===== src/rtl/stepper_pkg.sv =====
// Shared types and constants for the stepper-driver SPI path.
package stepper_pkg;

    localparam int SPI_DATAGRAM_BITS = 40;

    typedef enum logic [2:0] {
        IDLE,
        SETUP,
        LOW,
        HIGH,
        HOLD,
        GAP
    } spi_xfer_state_t;

    function automatic int max_int(input int a, input int b);
        return (a > b) ? a : b;
    endfunction

endpackage


===== src/rtl/spi_xfer_ctrl_piso.sv =====
// Parallel-in serial-out TX shifter; MSB is presented on msb_out and shifted out first.
module piso #(
    parameter int SIZE = 40
) (
    input  logic            clk_in,
    input  logic            en_in,
    input  logic            load_in,
    input  logic [SIZE-1:0] data_in,
    output logic            msb_out
);

    logic [SIZE-1:0] shift_q;

    always_ff @(posedge clk_in) begin
        if (en_in) begin
            shift_q <= load_in ? data_in : {shift_q[SIZE-2:0], 1'b0};
        end
    end

    assign msb_out = shift_q[SIZE-1];

endmodule


===== src/rtl/spi_xfer_ctrl.sv =====
// SPI mode-3 datagram sequencer for the stepper driver (CS, divided SCLK, TX shifter, RX capture).
// RX capture is built only when SPI_XFER_CTRL_READBACK_EN is defined.
//   state | meaning
//   IDLE  | ready for a request, CS high
//   SETUP | CS low, SCLK high, before the first falling edge
//   LOW   | SCLK low half-period, MOSI stable
//   HIGH  | SCLK high half-period, MISO sampled on first cycle
//   HOLD  | CS still low after the last rising edge
//   GAP   | CS high recovery, done pulse on first cycle
module spi_xfer_ctrl
    import stepper_pkg::*;
#(
    parameter int SIZE     = SPI_DATAGRAM_BITS,
    parameter int CLK_DIV  = 4,
    parameter int CS_SETUP = 2,
    parameter int CS_HOLD  = 2,
    parameter int CS_GAP   = 3
) (
    input  logic            clk_in,
    input  logic            rst_in,
    input  logic            req_in,
    output logic            ready_out,
    input  logic [SIZE-1:0] tx_data_in,
    output logic            done_out,
    output logic [SIZE-1:0] rx_data_out,
    output logic            cs_n_out,
    output logic            sclk_out,
    output logic            mosi_out,
    input  logic            miso_in
);

    localparam int PH_MAX = max_int(max_int(CLK_DIV, CS_SETUP), max_int(CS_HOLD, CS_GAP));
    localparam int PW     = $clog2(PH_MAX + 1);
    localparam int BW     = $clog2(SIZE);

    spi_xfer_state_t state_q, state_d;
    logic [PW-1:0]   ph_q, ph_d;
    logic [BW-1:0]   bit_q, bit_d;
    logic            cs_n_q, sclk_q, ready_q, done_q;
    logic            piso_en, piso_load;
    logic [SIZE-1:0] piso_data;

    always_comb begin
        state_d   = state_q;
        bit_d     = bit_q;
        piso_en   = 1'b0;
        piso_load = 1'b0;
        piso_data = tx_data_in;
        unique case (state_q)
            IDLE: begin
                if (req_in && ready_q) begin
                    piso_en   = 1'b1;
                    piso_load = 1'b1;
                    bit_d     = '0;
                    state_d   = SETUP;
                end
            end
            SETUP: if (ph_q == PW'(CS_SETUP - 1)) state_d = LOW;
            LOW:   if (ph_q == PW'(CLK_DIV - 1))  state_d = HIGH;
            HIGH: begin
                if (ph_q == PW'(CLK_DIV - 1)) begin
                    if (bit_q == BW'(SIZE - 1)) begin
                        state_d = HOLD;
                    end else begin
                        piso_en = 1'b1;
                        bit_d   = bit_q + BW'(1);
                        state_d = LOW;
                    end
                end
            end
            HOLD:  if (ph_q == PW'(CS_HOLD - 1)) state_d = GAP;
            GAP:   if (ph_q == PW'(CS_GAP - 1))  state_d = IDLE;
            default: state_d = IDLE;
        endcase
        // Reset reloads the shifter with zeros so MOSI is defined from the first edge.
        if (rst_in) begin
            state_d   = IDLE;
            piso_en   = 1'b1;
            piso_load = 1'b1;
            piso_data = '0;
        end
    end

    assign ph_d = (state_d != state_q || state_q == IDLE) ? '0 : ph_q + PW'(1);

    // Outputs are decoded from the next state so they line up with the state register.
    always_ff @(posedge clk_in) begin
        if (rst_in) begin
            state_q <= IDLE;
            ph_q    <= '0;
            bit_q   <= '0;
            cs_n_q  <= 1'b1;
            sclk_q  <= 1'b1;
            ready_q <= 1'b0;
            done_q  <= 1'b0;
        end else begin
            state_q <= state_d;
            ph_q    <= ph_d;
            bit_q   <= bit_d;
            cs_n_q  <= !(state_d inside {SETUP, LOW, HIGH, HOLD});
            sclk_q  <= (state_d != LOW);
            ready_q <= (state_d == IDLE);
            done_q  <= (state_d == GAP) && (state_q != GAP);
        end
    end

    piso #(.SIZE(SIZE)) u_piso (
        .clk_in  (clk_in),
        .en_in   (piso_en),
        .load_in (piso_load),
        .data_in (piso_data),
        .msb_out (mosi_out)
    );

`ifdef SPI_XFER_CTRL_READBACK_EN
    logic [SIZE-1:0] rx_shift_q, rx_data_q;

    always_ff @(posedge clk_in) begin
        if (rst_in) begin
            rx_shift_q <= '0;
            rx_data_q  <= '0;
        end else begin
            if (state_q == HIGH && ph_q == '0) begin
                rx_shift_q <= {rx_shift_q[SIZE-2:0], miso_in};
            end
            if (state_d == GAP && state_q != GAP) begin
                rx_data_q <= rx_shift_q;
            end
        end
    end

    assign rx_data_out = rx_data_q;
`else
    logic unused_miso;
    assign unused_miso = miso_in;
    assign rx_data_out = '0;
`endif

    assign cs_n_out  = cs_n_q;
    assign sclk_out  = sclk_q;
    assign ready_out = ready_q;
    assign done_out  = done_q;

endmodule


===== config.mk =====
export PLATFORM = sky130hd
export DESIGN_NAME = spi_xfer_ctrl
export DESIGN_NICKNAME = d
export VERILOG_FILES = /design/src/rtl/stepper_pkg.sv /design/src/rtl/spi_xfer_ctrl_piso.sv /design/src/rtl/spi_xfer_ctrl.sv
export SDC_FILE = /design/constraint.sdc
export NUM_CORES = 1
export LEC_CHECK = 0
export ABC_CLOCK_PERIOD_IN_PS = 2900
export BUFFER_PORTS_ARGS = -buffer_cell sky130_fd_sc_hd__buf_2
export CELL_PAD_IN_SITES_DETAIL_PLACEMENT = 2
export CELL_PAD_IN_SITES_GLOBAL_PLACEMENT = 2
export CORE_MARGIN = 3
export CORE_UTILIZATION = 30
export CTS_CLUSTER_DIAMETER = 200
export CTS_CLUSTER_SIZE = 10
export DETAILED_ROUTE_END_ITERATION = 16
export PLACE_DENSITY = 0.83
export RECOVER_POWER = 25
export SYNTH_ARGS = -nofsm -noshare
export SYNTH_HDL_FRONTEND = slang
export SYNTH_SLANG_ARGS = --single-unit

===== constraint.sdc =====
create_clock -name clk_in -period 2.9 [get_ports clk_in]
set_input_delay 0.58 -clock clk_in [delete_from_list [all_inputs] [get_ports clk_in]]
set_output_delay 0.58 -clock clk_in [all_outputs]
set_load 0.01 [all_outputs]

## Word-level counts from Yosys, hierarchy flattened

Cells that the tools add are included.

- Add/subtract/negate cells: 2
- Equality and inequality tests: 20
- Mux-type cells: 22
- Bitwise gates (word level): 1
- Reduce and logical (&&, ||, !) cells: 11

Operator list:

| operator | number |
|---|---|
| $mux 40 | 2 |
| $mux 3 | 8 |
| $eq 3x2->1 const B | 6 |
| $mux 6 | 3 |
| $pmux 3 s6 | 1 |
| $eq 3x3->1 const B | 4 |
| $pmux 6 s2 | 1 |
| $eq 3x1->1 const B | 3 |
| $add 6x1->6 const B | 1 |
| $eq 6x6->1 const B | 1 |
| $logic_not 3->1 | 2 |
| $mux 1 | 6 |
| $ne 2x2->1 const B | 3 |
| $reduce_and 4->1 | 1 |
| $reduce_bool 4->1 | 1 |
| $reduce_or 2->1 | 2 |
| $add 3x1->3 const B | 1 |
| $ne 3x2->1 const B | 1 |
| $ne 3x3->1 | 1 |
| $ne 3x3->1 const B | 1 |
| $logic_and 1x1->1 | 2 |
| $pmux 1 s2 | 1 |
| $reduce_bool 2->1 | 1 |
| $logic_not 1->1 | 1 |
| 2 further kinds | 2 |

- Bits in registers: 56

## Logic depth before layout (Yosys ltp)

- Word-level depth: 8
- Depth in mapped cells: 7

## Cells and area by module

A second synthesis with hierarchy kept.

- Cell total of the unflattened synthesis: 262
- Area total of the unflattened synthesis: 3,123.0 sq um

By module, submodules not included:

| module | times used | cells an instance | area each (sq um) | seq. area each (sq um) |
|---|---|---|---|---|
| piso | 1 | 84 | 1,691.6 | 1,201.2 |
| spi_xfer_ctrl | 1 | 178 | 1,431.4 | 320.3 |

## Least setup slack after synthesis

OpenSTA, ideal clock, no wires.

- Path type: input -> register
- Start: in req_in
- End: reg u_piso.shift_q[0] (enable)
- Library setup time: 398 ps
- Arrival time: 2,216 ps
- Required time: 2,502 ps
- Path slack: 286 ps
- Cell stages on the path: 5
- Path through: nand2_1 > nor4_4 > clkbuf_1 > nor2_1 > nand2_1

- Longest elaborated chain between the ends: 4

Ends and longest elaborated chain:

| element | line | source |
|---|---|---|
| start: declaration | spi_xfer_ctrl.sv:21 | `input logic req_in,` |
| $logic_and 1x1->1 | spi_xfer_ctrl.sv:51 | `if (req_in && ready_q) begin` |
| $mux 1 | spi_xfer_ctrl.sv:51 |  |
| $pmux 1 s2 | spi_xfer_ctrl.sv:49 | `unique case (state_q)` |
| $mux 1 | spi_xfer_ctrl.sv:76 | `if (rst_in) begin` |
| named net piso_en | spi_xfer_ctrl.sv:40 | `logic piso_en, piso_load;` |
| end signal: assignment | spi_xfer_ctrl_piso.sv:16 | `shift_q <= load_in ? data_in : {shift_q[SIZE-2:0], 1'b0};` |
| end: declaration | spi_xfer_ctrl_piso.sv:12 | `logic [SIZE-1:0] shift_q;` |

The timed path passes the listed nets, and every way through them passes these cells.
A chain may end at the register's enable or synchronous reset.

## Worst setup path after layout

- Start: reg state_q[0]
- End: reg bit_q[4]

- Longest elaborated chain between the ends: 3
- Elaborated cells between the ends (all ways): 8
- Classes of those cells: eq/ne: 4; mux: 1; reduce/logical: 3

Ends and longest elaborated chain:

| element | line | source |
|---|---|---|
| start: declaration | spi_xfer_ctrl.sv:36 | `spi_xfer_state_t state_q, state_d;` |
| start signal: assignment | spi_xfer_ctrl.sv:97 | `state_q <= state_d;` |
| $eq 3x2->1 or $logic_not 3->1 (tied branches) | spi_xfer_ctrl.sv:49 |  |
| $ne 2x2->1 (no line) or $reduce_bool 2->1 (tied branches) | - |  |
| $reduce_and 4->1 (no line) | - |  |
| end signal: assignment | spi_xfer_ctrl.sv:99 | `bit_q <= bit_d;` |
| end: declaration | spi_xfer_ctrl.sv:38 | `logic [BW-1:0] bit_q, bit_d;` |

Parallel ways exist; a longest one is shown, timed or not.

==> results_dict.tcl <==
set metrics [dict create \
    cellPowerDensity_nw_per_um2 498 \
    portBuffers 47 \
    layout_min_cycle_time_ns 2.43 \
    clk_path_buf_depth 2 \
    synth_cell_types 43 \
    drt.antenna.violating_nets 0 \
    vdd_drop_max_v 0.000179 \
    die_width_um 107 \
    die_y_um 107 \
    syn_to_final_growth_pct 9.42 \
    synth-seq-cells 56 \
    syn_inst 324 \
    grt_pass1_vias 2412 \
    rsz0062_at_grt "no" \
    antenna_found_initial 0 \
    crit_required_ns 3.16 \
    routed_wl_um 7330 \
    synth_top_cell_by_area "edfxtp_1" \
    htreeDepth 2 \
    grt_max_degree 42 \
    max_slew.worst_pin.slew_ns 0.610 \
    num-fill-cells 1159 \
    crit_path_start_kind "flop" \
    drt-pass1-iter-count 4 \
    synthArstFlopShare_pct 0 \
    synthTopCellsByArea "edfxtp_1 (39%), nand2_1 (11%), dfxtp_1 (11%)" \
    drc 0 \
    layout.cells.non_filler 499 \
    core_um2 9820 \
    grt_use_total_pct 12.9 \
    ios 89 \
    cp.arrival_ns 2.69 \
    vias_per_cell 4.54 \
    fmax_mhz 411 \
    run_status "finished clean" \
    crit_type "reg -> reg" \
    first_iter_violations 71 \
    holdCritPathClass "reg -> reg" \
    cts_resized 0 \
    vias 2264 \
    cts_buffers 5 \
    drive_gt1_share_pct 16.1 \
    synth-edff-count 40 \
    synthFlopType "edfxtp_1" \
    die-area_um2 11400 \
    setup_viol 0 \
    hpwl_um 5340 \
    fin_skew_ns 0.0190 \
    max-slew-margin-rel_pct 58.8 \
    period_share_pct 83.9 \
    avgSynthCellArea_um2 9.39 \
    endpoint_kind "flop" \
    worstSkewPairLatency_ns 0.32 \
    post-cts-setup-buffers 0 \
    setup_tns_ns 0 \
    tritoncts "yes" \
    initial_core_util_pct 31.0 \
    wl_per_cell_um 14.7 \
    ctsHoldBuffers 0 \
    seq_area_frac_synth_pct 50.0 \
    n_antenna_cell 0 \
    nNetsFinal 415 \
    cp_max_fo 15 \
    drv_slew 0 \
    finalHoldViolations 0 \
    clkTransAtPathRegs_ns 0.10 \
    netlist.area_leader.share_pct 39.5 \
    rows 36 \
    grt_pass1_wl_um 11800 \
    synth_area_um2 3040 \
    gp_congestion 0.771 \
    yosys_warnings 0 \
    p_leak_uw 0.00138 \
    clock-sinks 56 \
    max-cap-violations 0 \
    grt.overflow.total 0 \
    holdWs_ns 0.514 \
    root_buffer "clkbuf_8" \
    dp_cells 491 \
]
synthesized netlist by cell type (all sizes together), types with 4 or more instances:
cell type and count:
a21oi 42, buf 42, clkbuf 15, dfxtp 16
edfxtp 40, ha 6, inv 6, nand2 86
nor2 15, nor2b 4, nor3 4, o21ai 5
power by group:
group | internal [uW] | leakage, uW | switching, uW
registers | 939 | 0.000548 | 28.5
logic | 82.6 | 0.000783 | 160
clock network | 172 | 0.0000445 | 274
total | 1190 | 0.00138 | 463
sequential cells by signal, summed over array words and instances (netlist names):
name / count
bit_q: 6
u_piso.shift_q: 40
state_q: 3
done_out: 1
ready_out: 1
cs_n_out: 1
sclk_out: 1
ph_q: 3
per-stage QoR:
step	utilization (%)	worst slack (ns)	instance area, um^2	total power (uW)
after CTS	34.2	0.680	3360	1680
after detailed placement	33.3	0.651	3270	1240
after floorplan	-	0.286	3190	1180
final	33.9	0.468	3330	1660
after global placement	33.3	0.699	3270	1210
after global routing	33.9	0.317	3330	1750
layer usage:
layer	vias to the layer above	routed length [um]	share of wire (%)	track usage [%]
met3	4	316	4.3	2.77
met2	47	3840	52	23.1
li1	1102	-	-	-
met1	1111	3110	42	15.9
met4	0	52	0.71	3.01
met5	-	0	0	0
worst paths after layout:
| kind | startpoint | endpoint | slack (ns) | cells past startpoint |
|---|---|---|---|---|
| max reg2reg | state_q[0] | bit_q[4] | 0.47 | 5 |
| min | ph_q[0] | ph_q[0] | 0.51 | 1 |
| min reg2reg | ph_q[0] | ph_q[0] | 0.51 | 1 |
| max | state_q[0] | bit_q[4] | 0.47 | 5 |
critical path: stages, from the launching register on:
cell and delay, ns:
dfxtp_1 0.70, nand3b_4 0.20, a41oi_1 0.53, o22ai_1 0.33
or4_1 0.53, nand2_1 0.08
area by class of cell:
class                           instances  area, um^2  share of cell area, %
Clock inverter                          3        21.3                  0.639
Inverter                                6        22.5                  0.676
Tap cell                              133         166                   5.00
Clock buffer                            5        68.8                   2.07
Multi-Input combinational cell        244        1250                   37.5
Sequential cell                        56        1520                   45.7
Timing Repair Buffer                   52         279                   8.38
cells by family after synthesis:
kind of cell / Yosys count / synth area share, %
AOI/OAI and AO/OA: 61 / 12.6
xor gates and xnor gates: 4 / 1.15
adders and majority gates: 6 / 2.47
buffers and inverters: 63 / 13.0
DFF: 56 / 50.0
muxes: 3 / 0.987
other: 1 / 0.123
and+or+nand+nor: 130 / 19.7
placed cells by master (no fill, tap or decap), types with 2 or more instances in the layout:
master    Yosys  routed
ha_1          6       6
clkbuf_1     15       5
nor3_1        4       4
buf_2         1      42
xor2_1        2       2
nand4_1       2       2
or4_1         2       2
nand2_1      86      85
nand3_1       2       2
a21oi_1      42      42
nor3b_1       2       2
conb_1        1      40
clkbuf_8      0       5
o221ai_1      3       3
xnor2_1       2       2
dfxtp_1      16      16
nor2b_1       4       4
buf_4        40       4
edfxtp_1     40      40
nand2b_1      3       3
a21o_1        2       2
inv_1         6       6
o21ai_0       5       5
and2_1        2       2
mux2i_1       3       3
nor2_1       15      15
Note: power is estimated with default switching activity, not from simulation.
